`src/rtl/vpi_mem_selfcheck.sv`:
```
// Publicly accessible memory array with a host write port and a sequential walker
// that either fills every entry with the expected pattern or checks every entry against it.
module vpi_mem_selfcheck #(
   parameter int               WIDTH       = 32,
   parameter int               LO          = 1,
   parameter int               HI          = 16,
   parameter int               ADDR_W      = 5,
   parameter logic [WIDTH-1:0] PATTERN_XOR = '0,
   parameter int               CNT_W       = 8
) (
   input  logic              clk,
   input  logic              rst,
   input  logic              wr_en,
   input  logic [ADDR_W-1:0] wr_addr,
   input  logic [WIDTH-1:0]  wr_data,
   input  logic [ADDR_W-1:0] rd_addr,
   output logic [WIDTH-1:0]  rd_data,
   input  logic              start,
   input  logic              mode,
   output logic              busy,
   output logic              done,
   output logic              pass,
   output logic [CNT_W-1:0]  err_count,
   output logic [ADDR_W-1:0] first_err_addr,
   output logic [WIDTH-1:0]  first_err_data
);

   localparam int DEPTH = 1 << ADDR_W;
   localparam logic [1:0] S_IDLE = 2'd0;
   localparam logic [1:0] S_RUN  = 2'd1;
   localparam logic [1:0] S_DONE = 2'd2;
   localparam logic [ADDR_W-1:0] A_LO = ADDR_W'(LO);
   localparam logic [ADDR_W-1:0] A_HI = ADDR_W'(HI);

   // Storage spans the full address space so any index width lints cleanly;
   // only LO..HI is ever written or read back.
   logic [WIDTH-1:0]  mem [DEPTH];
   logic [1:0]        state;
   logic [ADDR_W-1:0] ptr;
   logic              mode_r;
   logic              run_cyc;
   logic              fill_we;
   logic              mis;
   logic [WIDTH-1:0]  cur;
   logic [CNT_W-1:0]  err_nxt;

   function automatic logic [WIDTH-1:0] expected(input logic [ADDR_W-1:0] i);
      logic [WIDTH+ADDR_W-1:0] ext;
      ext = {{WIDTH{1'b0}}, i};
      return ext[WIDTH-1:0] ^ PATTERN_XOR;
   endfunction

   function automatic logic in_range(input logic [ADDR_W-1:0] a);
      return (a >= A_LO) && (a <= A_HI);
   endfunction

   assign run_cyc = (state == S_RUN);
   assign fill_we = run_cyc && mode_r;
   assign cur     = mem[ptr];
   // Case-inequality so an uninitialised entry is reported as a mismatch in simulation.
   assign mis     = run_cyc && !mode_r && (cur !== expected(ptr));
   assign err_nxt = (mis && (err_count != '1)) ? err_count + CNT_W'(1) : err_count;

   // The fill write is issued last so it wins over a host write to the same entry.
   always_ff @(posedge clk) begin
      if (wr_en && in_range(wr_addr))
         mem[wr_addr] <= wr_data;
      if (fill_we)
         mem[ptr] <= expected(ptr);
   end

   always_ff @(posedge clk or posedge rst) begin
      if (rst)
         rd_data <= '0;
      else
         rd_data <= in_range(rd_addr) ? mem[rd_addr] : '0;
   end

   always_ff @(posedge clk or posedge rst) begin
      if (rst) begin
         state          <= S_IDLE;
         ptr            <= '0;
         mode_r         <= 1'b0;
         busy           <= 1'b0;
         done           <= 1'b0;
         pass           <= 1'b0;
         err_count      <= '0;
         first_err_addr <= '0;
         first_err_data <= '0;
      end else begin
         case (state)
            S_IDLE: begin
               if (start) begin
                  mode_r         <= mode;
                  ptr            <= A_HI;
                  err_count      <= '0;
                  pass           <= 1'b0;
                  first_err_addr <= '0;
                  first_err_data <= '0;
                  busy           <= 1'b1;
                  state          <= S_RUN;
               end
            end
            S_RUN: begin
               err_count <= err_nxt;
               if (mis && (err_count == '0)) begin
                  first_err_addr <= ptr;
                  first_err_data <= cur;
               end
               if (ptr == A_LO) begin
                  state <= S_DONE;
                  busy  <= 1'b0;
                  done  <= 1'b1;
                  pass  <= !mode_r && (err_nxt == '0);
               end else begin
                  ptr <= ptr - 1'b1;
               end
            end
            S_DONE: begin
               done  <= 1'b0;
               state <= S_IDLE;
            end
            default: state <= S_IDLE;
         endcase
      end
   end

endmodule

```
`config.mk`:
```
export PLATFORM = sky130hd
export DESIGN_NAME = vpi_mem_selfcheck
export DESIGN_NICKNAME = d
export VERILOG_FILES = /design/src/rtl/vpi_mem_selfcheck.sv
export SDC_FILE = /design/constraint.sdc
export NUM_CORES = 2
export LEC_CHECK = 0
export BUFFER_PORTS_ARGS = -buffer_cell sky130_fd_sc_hd__buf_2
export CORE_MARGIN = 2
export CORE_UTILIZATION = 62
export DETAILED_ROUTE_END_ITERATION = 8
export GPL_TIMING_DRIVEN = 0
export PLACE_DENSITY = 0.78
export SYNTH_ARGS = -nofsm -noshare
export SYNTH_HDL_FRONTEND = slang
export SYNTH_SLANG_ARGS = --single-unit
```
`constraint.sdc`:
```
create_clock -name clk -period 3.9 [get_ports clk]
set_clock_uncertainty 0.05 [all_clocks]
set_input_delay 0 -clock clk [delete_from_list [all_inputs] [get_ports clk]]
set_output_delay 0 -clock clk [all_outputs]
set_load 0.02 [all_outputs]
```
==> results_dict.tcl <==
set metrics [dict create \
    hold_depth 6 \
    synth_top_area_share_pct 35.6 \
    leakagePower_uw 0.0230 \
    yosys.area_share.simple_pct 17.4 \
    num-fill-cells 5047 \
    worstPathRequired_ns 4.44 \
    layout_common_cells "nand2_1, dfxtp_1, a21oi_1" \
    reg2reg_depth 17 \
    period_share_pct 126 \
    clk_latency_ns 0.72 \
    post-route-util_pct 76.7 \
    synth_top_cell_by_area "dfxtp_1" \
    setup_viol 217 \
    maxCapViolCount 0 \
    antenna_found_initial 13 \
    start_util_pct 62.7 \
    drcViolationCount 0 \
    reg2reg_slack_ns -1.02 \
    pin_count 127 \
    worstSetupEndpointType "flip-flop" \
    path_clk_slew_ns 0.07 \
    p_per_area_nw_per_um2 771 \
    combinationalPowerShare_pct 42.0 \
    htreeDepth 3 \
    drt-initial-drc-count 9108 \
    p_switching_uw 18800 \
    arrival_ns 5.46 \
    violations "setup timing" \
    numPortBuffers 95 \
    hold_start "wr_addr[2]" \
    tightestPinTransition_ns 1.42 \
    rsz0062_at_grt "true" \
    maxSlewViolCount 0 \
    worstPathCellList "buf_8 > buf_12 > buf_16 > buf_12 > mux2i_2 > o22ai_1 > a211oi_2 > nand3_1 > nor4_1 > nand4_1 > buf_6 > o21ai_4 > o21ai_4 > buf_12 > buf_12 > nand3_2 > o21ai_2" \
    gr-total-overflow 0 \
    fin_cells 6456 \
    r2r-start "ptr[1]$_DFFE_PP0P_" \
    crit_top_cell "buf_12" \
    outcome "finished, violations left" \
    vias 46000 \
    finalWirelength_mm 238 \
    synth_top_family_by_area "multiplexers" \
    netlist_top_cells_area "dfxtp_1, edfxtp_1, mux2i_1, nand2_1, mux4_2" \
    die_height_um 284 \
    synth_xor_area_share_pct 0.108 \
    synthAdderAreaFrac_pct 0.180 \
    final_common_cell "nand2_1" \
    whs_endpoint "mem[5][21]$_SDFFE_PP0P_" \
    first_global_vias 42000 \
    criticalPathCategory "reg2reg" \
    placed_cells 6089 \
    dpl.hpwl_mm 165 \
    syn_avg_cell_area_um2 9.84 \
    p_sw_share_pct 41.0 \
    finalNetCount 5366 \
    root_buffer "clkbuf_16" \
    yosysSeqAreaShare_pct 50.0 \
    cpPeakStageDelay_ns 0.83 \
    grt_pass1_wl_mm 319 \
    final.min_clock_period_ns 4.92 \
    yosysUniqueCellTypes 63 \
    intPower_uw 27000 \
    syn2layout_area_growth_pct 22.4 \
    clkPwrFrac_pct 24.8 \
    clock_path_buffers 3 \
    cts.sink_count 1112 \
    cts_made_buffers 111 \
    async_reset_ff_share_pct 7.91 \
    via_per_inst 7.13 \
    std_cell_rows 102 \
    syn_inst 4934 \
    avgRoutedWirePerCell_um 36.9 \
    finalHoldViolCount 0 \
    fp.dieW_um 284 \
    p_seq_share_pct 33.2 \
    syn-cell-area_um2 48600 \
    ys.flop_type "dfxtp_1" \
    fin_ws_ns -1.02 \
    synth_warnings 0 \
    grt_max_degree 46 \
    gp_congestion 1.09 \
    synthMuxAreaShare_pct 18.1 \
    worstHoldPathType "in2reg" \
    ant_nets 0 \
    final_layout_size_suffix_gt1_share_pct 19.7 \
    drt_pass1_iterations 8 \
    fin_hold_ws_ns 0.0590 \
    relSlewSlack_pct 5.42 \
    ys_ff_latch 1112 \
    synth-edff-count 160 \
    startpoint_type "flip-flop" \
    globalRouteTotalUtil_pct 56.6 \
    dieArea_um2 80600 \
    critPathSlowestCell "a211oi_2" \
    peakVddDrop_v 0.000577 \
    timing.fmax_ghz 0.203 \
    reg2reg_to "first_err_addr[0]$_DFFE_PP0P_" \
    core_um2 77500 \
    path_max_fanout 10 \
    synth_compound_area_share_pct 10.0 \
    cts_tree "built" \
]
-- worst max-delay path, delay by kind of cell, from the launching register on --
family | cells | cell delay (ns)
buffers and inverters | 7 | 1.35
DFF | 1 | 0.45
muxes | 1 | 0.34
AOI/OAI and AO/OA | 5 | 1.58
and+or+nand+nor | 4 | 0.98
-- cell usage after synthesis, drive strengths merged (16+ instances only) --
cell type,instances
and3,19
nand2,997
a22o,32
mux2,53
edfxtp,160
a21o,16
nor2,105
dfrtp,88
nor4,49
o22ai,215
nand4,18
clkbuf,293
nor2b,439
nor3,56
dfxtp,864
inv,60
mux2i,446
a21oi,459
nand3,48
buf,137
o21ai,105
mux4,162
-- registers in the layout, indices dropped and copies added, names as in the netlist, 2 cells and up --
signal,flops
state,2
first_err_addr,5
rd_data,32
first_err_data,32
ptr,5
err_count,8
mem,1024
-- worst max path at each step --
stage                       start                             end  slack [ns]  depth (start not counted)
5_1_grt        ptr[1]$_DFFE_PP0P_  first_err_data[11]$_DFFE_PP0P_       -0.84                         17
2_1_floorplan  ptr[1]$_DFFE_PP0P_            mem[25][0]$_DFFE_PP_        0.52                         11
3_3_place_gp   ptr[0]$_DFFE_PP0P_  first_err_data[27]$_DFFE_PP0P_       -2.60                         14
3_5_place_dp   ptr[0]$_DFFE_PP0P_  first_err_data[27]$_DFFE_PP0P_       -2.58                         14
4_1_cts        ptr[1]$_DFFE_PP0P_   first_err_data[2]$_DFFE_PP0P_       -0.19                         15
6_report       ptr[1]$_DFFE_PP0P_   first_err_addr[0]$_DFFE_PP0P_       -1.02                         17
-- metrics by stage --
step / power (µW) / setup WS, ns / TNS (ns) / instance area, µm²
3_3_place_gp: 28200 / -2.60 / -1414.70 / 50400
2_1_floorplan: 22200 / 0.523 / 0 / 48600
4_1_cts: 42600 / -0.190 / -3.81 / 58100
6_report: 45800 / -1.02 / -54.66 / 59400
3_5_place_dp: 28500 / -2.58 / -1444.00 / 50500
5_1_grt: 45700 / -0.836 / -34.47 / 59400
-- cell type report --
| cell class | count | area (µm²) | area share (%) |
|---|---|---|---|
| Clock buffer | 163 | 3280 | 5.52 |
| Tap cell | 1040 | 1300 | 2.19 |
| Inverter | 61 | 236 | 0.398 |
| Multi-Input combinational cell | 3348 | 24500 | 41.2 |
| Antenna cell | 9 | 22.5 | 0.0379 |
| Sequential cell | 1112 | 24300 | 40.9 |
| Clock inverter | 45 | 548 | 0.922 |
| Timing Repair Buffer | 255 | 2230 | 3.76 |
| Buffer | 423 | 3000 | 5.05 |
-- metal layers --
metal | GRT usage, % | wire length (µm) | vias to the layer above
li1 | - | - | 18000
met1 | 68.7 | 78300 | 22000
met2 | 76.3 | 92000 | 4776
met3 | 30.4 | 45000 | 1249
met4 | 39.7 | 22700 | 18
met5 | 0.476 | 588 | -
-- power by group through the flow --
stage | combinational [µW] | sequential (µW) | clock, µW
6_report | 19200 | 15200 | 11400
5_1_grt | 18800 | 15300 | 11600
4_1_cts | 16500 | 15000 | 11100
3_5_place_dp | 13400 | 15100 | 0
3_3_place_gp | 13300 | 15000 | 0
2_1_floorplan | 7320 | 14900 | 0
-- what timing repair did --
item                       CTS  global route
gates cloned                 6             3
resized for setup          664           176
setup endpoints to repair  963           549
pin swaps                   31            34
setup buffers               57            53
hold endpoints to repair   476             0
hold buffers                40             0
-- logic make-up (layout without fill, tap and decap cells) --
group,count (synthesis),in the layout
buffers and inverters,491,947
DFF,1112,1112
and+or+nand+nor,1793,1793
muxes,661,661
adders and majority gates,7,7
other,1,26
AOI/OAI and AO/OA,863,864
xor gates and xnor gates,6,6
Note: power is estimated with default switching activity, not from simulation.
